[src/rtl/mmix_mem_arbiter.sv]
// Round-robin arbiter sharing the MMIX memory bus between two masters,
// with registered memory-side requests and a watchdog for unanswered transactions.
module mmix_mem_arbiter #(
    parameter int unsigned TIMEOUT = 1024,
    parameter int unsigned CNT_W   = 16
) (
    input  logic        clk,
    input  logic        reset_n,
    input  logic [63:0] m0_address,
    input  logic [1:0]  m0_datasize,
    input  logic        m0_read,
    input  logic        m0_write,
    input  logic [63:0] m0_writedata,
    output logic [63:0] m0_readdata,
    output logic        m0_done,
    output logic        m0_err,
    input  logic [63:0] m1_address,
    input  logic [1:0]  m1_datasize,
    input  logic        m1_read,
    input  logic        m1_write,
    input  logic [63:0] m1_writedata,
    output logic [63:0] m1_readdata,
    output logic        m1_done,
    output logic        m1_err,
    output logic [63:0] mem_address,
    output logic [1:0]  mem_datasize,
    output logic        mem_read,
    output logic        mem_write,
    output logic [63:0] mem_writedata,
    input  logic [63:0] mem_readdata,
    input  logic        mem_done,
    output logic        busy,
    output logic        grant_id
);
    localparam int unsigned AW = 64;
    localparam int unsigned DW = 64;
    localparam int unsigned SW = 2;
    localparam logic        WD_EN    = (TIMEOUT != 32'd0);
    localparam logic [CNT_W-1:0] CNT_LAST = CNT_W'((TIMEOUT == 32'd0) ? 32'd0 : TIMEOUT - 32'd1);

    typedef enum logic [1:0] {
        IDLE = 2'd0,
        BUSY = 2'd1,
        RESP = 2'd2
    } state_t;

    state_t state_q, state_d;

    logic             req0, req1, start, gnt_port, sel_write, timeout_hit, finish;
    logic             last_grant_q, last_grant_d;
    logic [CNT_W-1:0] cnt_q, cnt_d;
    logic [DW-1:0]    fin_data;

    logic [AW-1:0] mem_address_d;
    logic [SW-1:0] mem_datasize_d;
    logic          mem_read_d, mem_write_d;
    logic [DW-1:0] mem_writedata_d;
    logic [DW-1:0] m0_readdata_d, m1_readdata_d;
    logic          m0_done_d, m1_done_d, m0_err_d, m1_err_d;
    logic          busy_d, grant_id_d;

    // Request decode; on a tie the port that did not win last time is chosen.
    always_comb begin
        req0        = m0_read | m0_write;
        req1        = m1_read | m1_write;
        start       = (state_q == IDLE) && (req0 || req1);
        gnt_port    = (req0 && req1) ? ~last_grant_q : req1;
        sel_write   = gnt_port ? m1_write : m0_write;
        timeout_hit = WD_EN && (cnt_q == CNT_LAST);
        finish      = mem_done || timeout_hit;
        fin_data    = mem_done ? mem_readdata : '1;
    end

    always_ff @(posedge clk or negedge reset_n) begin
        if (!reset_n) begin
            state_q <= IDLE;
        end else begin
            state_q <= state_d;
        end
    end

    always_comb begin
        state_d = state_q;
        unique case (state_q)
            IDLE:    if (start)  state_d = BUSY;
            BUSY:    if (finish) state_d = RESP;
            RESP:    state_d = IDLE;
            default: state_d = IDLE;
        endcase
    end

    // Next values for every registered output; mem_done outside BUSY is ignored.
    always_comb begin
        mem_address_d   = mem_address;
        mem_datasize_d  = mem_datasize;
        mem_read_d      = mem_read;
        mem_write_d     = mem_write;
        mem_writedata_d = mem_writedata;
        m0_readdata_d   = m0_readdata;
        m1_readdata_d   = m1_readdata;
        m0_done_d       = 1'b0;
        m1_done_d       = 1'b0;
        m0_err_d        = 1'b0;
        m1_err_d        = 1'b0;
        grant_id_d      = grant_id;
        last_grant_d    = last_grant_q;
        cnt_d           = cnt_q;
        unique case (state_q)
            IDLE: begin
                if (start) begin
                    mem_address_d   = gnt_port ? m1_address   : m0_address;
                    mem_datasize_d  = gnt_port ? m1_datasize  : m0_datasize;
                    mem_writedata_d = gnt_port ? m1_writedata : m0_writedata;
                    mem_write_d     = sel_write;
                    mem_read_d      = ~sel_write;
                    grant_id_d      = gnt_port;
                    last_grant_d    = gnt_port;
                    cnt_d           = '0;
                end
            end
            BUSY: begin
                cnt_d = cnt_q + CNT_W'(1);
                if (finish) begin
                    mem_read_d  = 1'b0;
                    mem_write_d = 1'b0;
                    if (mem_read) begin
                        if (grant_id) m1_readdata_d = fin_data;
                        else          m0_readdata_d = fin_data;
                    end
                    if (grant_id) begin
                        m1_done_d = 1'b1;
                        m1_err_d  = ~mem_done;
                    end else begin
                        m0_done_d = 1'b1;
                        m0_err_d  = ~mem_done;
                    end
                end
            end
            default: ;
        endcase
        busy_d = (state_d != IDLE);
    end

    always_ff @(posedge clk or negedge reset_n) begin
        if (!reset_n) begin
            mem_address   <= '0;
            mem_datasize  <= '0;
            mem_read      <= 1'b0;
            mem_write     <= 1'b0;
            mem_writedata <= '0;
            m0_readdata   <= '0;
            m1_readdata   <= '0;
            m0_done       <= 1'b0;
            m1_done       <= 1'b0;
            m0_err        <= 1'b0;
            m1_err        <= 1'b0;
            busy          <= 1'b0;
            grant_id      <= 1'b0;
            last_grant_q  <= 1'b1;
            cnt_q         <= '0;
        end else begin
            mem_address   <= mem_address_d;
            mem_datasize  <= mem_datasize_d;
            mem_read      <= mem_read_d;
            mem_write     <= mem_write_d;
            mem_writedata <= mem_writedata_d;
            m0_readdata   <= m0_readdata_d;
            m1_readdata   <= m1_readdata_d;
            m0_done       <= m0_done_d;
            m1_done       <= m1_done_d;
            m0_err        <= m0_err_d;
            m1_err        <= m1_err_d;
            busy          <= busy_d;
            grant_id      <= grant_id_d;
            last_grant_q  <= last_grant_d;
            cnt_q         <= cnt_d;
        end
    end

endmodule
[config.mk]
export PLATFORM = sky130hd
export DESIGN_NAME = mmix_mem_arbiter
export DESIGN_NICKNAME = d
export VERILOG_FILES = /design/src/rtl/mmix_mem_arbiter.sv
export SDC_FILE = /design/constraint.sdc
export NUM_CORES = 1
export LEC_CHECK = 0
export ABC_AREA = 1
export CORE_AREA = 3 3 232 234
export DETAILED_ROUTE_END_ITERATION = 10
export DIE_AREA = 0 0 235 237
export SLEW_MARGIN = 20
export SYNTH_ARGS = -nofsm -noshare
export SYNTH_HDL_FRONTEND = slang
export SYNTH_SLANG_ARGS = --single-unit
[constraint.sdc]
create_clock -name clk -period 4.3 [get_ports clk]
set_clock_uncertainty 0.15 [all_clocks]
set_input_delay 0.86 -clock clk [delete_from_list [all_inputs] [get_ports clk]]
set_output_delay 0.86 -clock clk [all_outputs]
set_load 0.005 [all_outputs]
---- Word-level counts from Yosys, hierarchy flattened ----
Cells that the tools add are included.
word-level totals
  logic and storage cells ................. 67
  register bits after elaboration ......... 285
  output and inout bits ................... 266
operators by class
  bitwise operators ....................... 6
  multiplexer cells ....................... 28
  reduce and logical (&&, ||, !) cells .... 12
  equal/unequal tests ..................... 4
  $add $sub $neg .......................... 1
operator list
  kind                                             count
  two-way mux 64 bit                               3
  case mux 16 bit (2 select lines)                 1
  two-way mux 1 bit                                17
  adder 16 x 1 -> 16 bit, second input constant    1
  == test 16 x 10 -> 1 bit, second input constant  1
  two-way mux 16 bit                               1
  AND reduction 4 bit                              2
  two-way mux 2 bit                                3
  inequality test 2 bit, second input constant     2
  inverter 1 bit                                   4
  case mux 1 bit (2 select lines)                  2
  case mux 2 bit (2 select lines)                  1
  AND reduction 2 bit                              2
  nonzero test 2 bit                               2
  AND reduction 3 bit                              1
  == test 2 x 1 -> 1 bit, second input constant    1
  logical AND 1 bit                                2
  logical NOT 2 bit                                1
  logical OR 1 bit                                 2
  bitwise OR 1 bit                                 2

---- Longest topological paths before layout ----
Gate-level depths: netlist of the first run.
  depth in word-level cells ............... 7
  gate-level depth with buffers ........... 10
  depth with buffers taken out ............ 9

---- Worst setup path before layout of the first run ----
OpenSTA, ideal clock, no wires.
  kind .................................... input to register
  start point ............................. input port m0_read
  end point ............................... register state_q[0]
  stages on the path ...................... 8
  path buffers ............................ 2
  data required time ...................... 4017 ps
  data arrival time ....................... 1756 ps
  path slack .............................. 2260 ps
  library setup time ...................... 133 ps
  cell sequence ........................... nor2_1 -> nand2_1 -> nand2_1 -> nor2_2 -> inv_1 -> buf_2 -> buf_2 -> o21ai_0
between the ends
  longest elaborated chain between the ends .. 5
RTL lines
  element                          RTL line  RTL
  from (decl)                      11        input logic m0_read,
  bitwise OR 1 bit                 64        req0 = m0_read | m0_write;
  logical OR 1 bit                 66        start = (state_q == IDLE) && (req0 || req1);
  logical AND 1 bit                66
  two-way mux 2 bit                85        IDLE: if (start) state_d = BUSY;
  case mux 2 bit (2 select lines)  84        unique case (state_q)
  named net state_d[0]             47        state_t state_q, state_d;
  to (signal assigned)             78        state_q <= state_d;
  to (decl)                        47
The timed path passes the listed nets, and every way through them passes these cells.
A chain may end at the register's enable or synchronous reset.

---- Worst setup path after layout of the first run ----
  start point ............................. input port m1_write
  end point ............................... register mem_address[23]
between the ends
  longest elaborated chain between the ends .. 4
  elaborated cells between the ends (all ways) .. 7
  classes of those cells .................. mux: 2; bitwise: 1; reduce/logical: 4
RTL lines
  element                                                    RTL line  RTL
  from (decl)                                                20        input logic m1_write,
  bitwise OR 1 bit (*)                                       65        req1 = m1_read | m1_write;
  logical AND 1 bit or logical OR 1 bit (tied branches)      67, 66
  two-way mux 1 bit or logical AND 1 bit (tied branches)     67, 66
  two-way mux 64 bit or AND reduction 2 bit (tied branches)  -
  to (signal assigned)                                       162       mem_address <= mem_address_d;
  to (decl)                                                  25        output logic [63:0] mem_address,
Mark *: on every way between the ends. The rest lies on a longest branch, timed or not.

==> results of run 1 <==
Yosys cell counts (all sizes together):
| cell | instances | area (µm²) |
|---|---|---|
| inv | 29 | 109 |
| dfrtp | 284 | 7110 |
| a21oi | 4 | 20.0 |
| xor2 | 1 | 8.76 |
| a31oi | 1 | 6.26 |
| o21ai | 272 | 1370 |
| clkbuf | 43 | 161 |
| nand2 | 436 | 1650 |
| nor3 | 1 | 5.00 |
| nand3 | 24 | 145 |
| dfstp | 1 | 26.3 |
| nand4 | 133 | 832 |
| ha | 1 | 12.5 |
| or2 | 65 | 407 |
| buf | 77 | 518 |
| nor2 | 159 | 607 |
routing by layer:
metal | GRT usage (%) | share of wire [%] | up-vias
met3 | 6.23 | 8.6 | 125
li1 | - | - | 6166
met2 | 29.5 | 46 | 557
met5 | 0 | 0.13 | -
met4 | 10.5 | 6.0 | 10
met1 | 22.3 | 39 | 6117
state kept, by name, indices dropped and copies added (netlist names), 2 cells and up:
name	flops
m1_readdata	64
m0_readdata	64
cnt_q	16
state_q	2
mem_datasize	2
mem_address	64
mem_writedata	64
cell families (layout without fill, tap and decap cells):
logic type | count (synthesis) | count (layout) | synth area share [%]
other cells | 0 | 8 | 0
compound gates | 277 | 277 | 10.7
flops | 285 | 285 | 54.9
fa+ha+maj | 1 | 1 | 0.0964
xor+xnor | 1 | 1 | 0.0675
simple gates | 818 | 818 | 28.1
buf+inv | 149 | 701 | 6.07
power breakdown:
part / total [mW] / switching [mW] / internal [mW]
sequential: 4.67 / 0.724 / 3.94
clock: 2.98 / 1.18 / 1.80
combinational: 6.46 / 3.28 / 3.18
through the flow:
step           instance area, µm²  util (%)  hold WS [ns]
2_1_floorplan               13000         -         0.315
3_3_place_gp                19400      37.2         0.303
3_5_place_dp                19400      37.2         0.307
4_1_cts                     20600      39.4         0.225
5_1_grt                     20600      39.4         0.266
6_report                    20600      39.4         0.228
final cells by class:
type,count,share of cell area [%]
flip-flops and latches,285,34.7
repair buffers,614,30.3
multi-input cells,1097,24.7
clock buffers,48,4.84
well taps,688,4.18
clock inverters,10,0.699
inverters,29,0.559
diodes,8,0.0973
critical path, cell delays in order:
cell             delay (ns)
clkdlybuf4s50_1        0.43
nor2_1                 0.16
inv_1                  0.10
o21ai_4                0.09
clkinv_2               0.56
buf_12                 0.42
o21ai_0                0.17
o21ai_0                0.09
path summary, 6_finish.rpt:
path,cells after the start,from,endpoint,slack (ns)
worst max-delay path,8,m1_write,mem_address[23]$_DFFE_PN0P_,1.60
worst min-delay path,1,reset_n,m0_readdata[6]$_DFFE_PN0P_,0.23
worst max register to register,8,cnt_q[0]$_DFFE_PN0P_,m1_readdata[20]$_DFFE_PN0P_,1.78
worst min register to register,2,m1_readdata[62]$_DFFE_PN0P_,m1_readdata[62]$_DFFE_PN0P_,0.32
max in group asynchronous,2,reset_n,mem_address[6]$_DFFE_PN0P_,2.82
min in group clk,2,m1_readdata[62]$_DFFE_PN0P_,m1_readdata[62]$_DFFE_PN0P_,0.32
==> results.yml, run 1 <==
clocking:
  cts_resized: 0
  insertion_delay_ns: 0.54
  ctsHoldBuffers: 0
  cts_buffers: 35
  clk_pin_slew_ns: 0.06
  h-tree-depth: 2
  postCtsSetupBuffers: 0
  cts_root_buf: "clkbuf_16"
  cts_tree: "yes"
  cts.sinks: 285
  clk_path_buf_depth: 3
synth:
  syn_nets: 1863
  syn_area_per_cell_um2: 8.48
  syn_area_mm2: 0.0130
  yosysWarnings: 0
  ys_ff_latch: 285
  synthCells: 1531
  seq_area_frac_synth_pct: 54.9
  yosysUniqueCellTypes: 28
power_and_ir_drop:
  powerDensity_mw_per_mm2: 685
  power_leakage_nw: 8.93
  total_power_mw: 14.1
  vdd_drop_max_mv: 0.351
place:
  place_congestion: 0.854
  portBuffers: 596
  dp_hpwl_um: 39200
  dp.cells: 2713
  pre_cts_ws_ns: 1.05
global_route:
  grt_max_degree: 140
  grt.overflow.total: 0
  grt_pass1_vias: 13256
  grt_usage_pct: 18.7
  antenna_found_initial: 12
  grt_pass1_wl_um: 81200
floorplan:
  die_h_um: 237
  placementRows: 84
  core_mm2: 0.0522
  dieWidth_um: 235
  start_util_pct: 24.9
  ios: 597
  die_area_mm2: 0.0557
drt:
  drt_iter0_drc: 930
  routed_wl_um: 53900
  dr_total_vias: 12975
  viasPerCell: 4.67
  ant_nets: 0
  drt_pass1_iterations: 5
  route.detailed.drc: 0
  drt-wirelength-per-cell_um: 19.4
worst_setup_path:
  arrival_ns: 2.96
  crit_path_start_kind: "input pin"
  crit_type: "in -> reg"
  critical_path.max_fanout: 52
  required_ns: 4.56
  critPathCaptureType: "register"
timing:
  post-route-period-util_pct: 62.9
  hold_viol_final: 0
  slew_headroom_pct: 42.3
  fin_ws_ns: 1.60
  max_freq_mhz: 370
  setup_violations: 0
  rsz0062_at_grt: "false"
  slew_viol_final: 0
  setup_tns_ns: 0
  finalCriticalPeriod_ns: 2.70
  tightestPinTransition_ns: 0.865
final_layout:
  layout.nets: 2394
  drive_gt1_share_pct: 7.20
  nFillCells: 5327
  fin_cells: 2779
  multiInputGateArea_mm2: 0.00508
  seq_area_mm2: 0.00713
  final_common_cell: "clkdlybuf4s50_1"
  layout_common_cells: "clkdlybuf4s50_1 (595), nand2_1 (432), dfrtp_1 (284)"
  synthToLayoutAreaGrowth_pct: 58.5
worst_hold_path:
  hold_path_class: "in -> async"
flow_run:
  drv_cap: 0
outcome:
  status: "finished clean"
Power figures use the tool's default switching activity.
==> run 2, diff against run 1 <==
- clock period: 4.3 -> 2.7 ns (I/O delays scaled with it)
==> run 2 against run 1 <==
Net effect:
- global-route usage rose by 0.090 points
- sequential share of layout area decreased by 0.47 points
- critical path depth decreased by 7
- worst setup slack worse by 1.2 ns
- power grew 59%
- combinational power grew 66%
- die area unchanged
- largest power group unchanged
- highest routed layer unchanged
==> results.yml, run 2 (synthesis results as in run 1) <==
clocking:
  cts_tree: "yes"
  clk_path_buf_depth: 3
  cts_root_buf: "clkbuf_16"
  cts_resized: 0
  ctsHoldBuffers: 1
  cts_buffers: 34
  h-tree-depth: 2
  cts.sinks: 285
  postCtsSetupBuffers: 0
  clk_pin_slew_ns: 0.06
  insertion_delay_ns: 0.55
worst_setup_path:
  r2r_slack_ns: 0.62
  arrival_ns: 1.65
  r2r-start: "cnt_q[0]$_DFFE_PN0P_"
  critical_path.max_fanout: 6
  cpMaxStageDelayCell: "clkdlybuf4s50_1"
  crit_chain: "clkdlybuf4s50_1"
  max_stage_delay_ns: 0.59
  cp_top_family: "buffers and inverters"
  crit_type: "reg -> out"
  reg2reg_depth: 8
  crit_path_start_kind: "register"
  critPathCaptureType: "output pin"
  required_ns: 2.01
  r2r-end: "m1_readdata[9]$_DFFE_PN0P_"
  cp_num_buf_inv: 1
global_route:
  grt_most_used_layer: "met2"
  grt_use_met3_pct: 5.28
  grt_max_degree: 79
  grt.overflow.total: 0
  grt_pass1_wl_um: 81300
  antenna_found_initial: 8
  grt_pass1_vias: 13133
  grt_usage_pct: 18.8
  met2_usage_pct: 32.3
  grtUsageMet1_pct: 22.6
timing:
  setup_tns_ns: 0
  max_freq_mhz: 426
  setup_violations: 0
  post-route-period-util_pct: 86.8
  tightestPinTransition_ns: 0.504
  hold_viol_final: 0
  slew_headroom_pct: 66.4
  slew_viol_final: 0
  rsz0062_at_grt: "false"
  finalCriticalPeriod_ns: 2.34
final_layout:
  layout.nets: 2429
  nFillCells: 5209
  layout_common_cells: "clkdlybuf4s50_1 (595), nand2_1 (432), dfrtp_1 (284)"
  drive_gt1_share_pct: 8.37
  final_common_cell: "clkdlybuf4s50_1"
  synthToLayoutAreaGrowth_pct: 60.7
  fin_util_pct: 39.9
place:
  portBuffers: 596
  dp_hpwl_um: 41100
  place_congestion: 0.855
flow_run:
  drv_cap: 0
drt:
  route.detailed.drc: 0
  drt-wirelength-per-cell_um: 19.4
  routed_wl_um: 54500
  dr_total_vias: 13039
  drt_iter0_drc: 797
  viasPerCell: 4.64
  ant_nets: 0
  drt_pass1_iterations: 5
floorplan:
  dieWidth_um: 235
  die_area_mm2: 0.0557
  ios: 597
  die_h_um: 237
  placementRows: 84
  start_util_pct: 24.9
  core_mm2: 0.0522
power_and_ir_drop:
  total_power_mw: 22.5
  power_leakage_nw: 9.09
  vdd_drop_max_mv: 0.399
  powerDensity_mw_per_mm2: 1080
worst_hold_path:
  hold_path_class: "reg -> reg"
  min_path_cells: 2
  worstHoldStart: "m1_readdata[48]$_DFFE_PN0P_"
  min_to: "m1_readdata[48]$_DFFE_PN0P_"
outcome:
  status: "finished clean"
## run 2: cell count changes in the layout (fill, tap and decap cells not counted), moves of 3 or more
cell,previous run,this run
buf_12,10,22
buf_4,8,31
clkinv_2,5,2
clkbuf_1,7,10
## run 2: worst max path at each step
stage | startpoint | end | slack (ns) | cells after the start
final | grant_id$_DFFE_PN0P_ | grant_id | 0.36 | 1
after detailed placement | m1_write | mem_writedata[50]$_DFFE_PN0P_ | 0.21 | 8
after CTS | grant_id$_DFFE_PN0P_ | grant_id | 0.30 | 1
after floorplan | m0_read | state_q[0]$_DFF_PN0_ | 0.98 | 8
after global routing | grant_id$_DFFE_PN0P_ | grant_id | 0.28 | 1
after global placement | m0_write | cnt_q[12]$_DFFE_PN0P_ | 0.20 | 12
## run 2: layer usage
metal,part of all wire [%],routed length (µm)
met1,40,21600
met2,49,26900
met3,7.8,4240
met4,3.3,1810
met5,0.062,34
## run 2: stage by stage
step	area [µm²]	hold slack [ns]	std cells	setup slack [ns]
3_3_place_gp	19800	0.302	2748	0.203
6_report	20900	0.317	2808	0.355
5_1_grt	20900	0.337	2802	0.277
2_1_floorplan	13000	0.0944	1531	0.980
3_5_place_dp	19800	0.308	2748	0.208
4_1_cts	20900	0.321	2802	0.298
## run 2: layout make-up
cell class	instances	area, µm²	share of cell area (%)
Antenna cell	6	15.0	0.0720
Clock inverter	6	77.6	0.372
Clock buffer	47	930	4.46
Sequential cell	285	7130	34.2
Inverter	29	115	0.552
Multi-Input combinational cell	1097	5080	24.3
Timing Repair Buffer	650	6650	31.9
Tap cell	688	861	4.13
## run 2: power by group
part	switching [mW]	internal [mW]	leakage (nW)	total, mW
combinational	5.29	5.43	5.07	10.7
clock	1.80	2.49	0.491	4.29
sequential	1.18	6.28	3.52	7.46
total	8.27	14.2	9.09	22.5
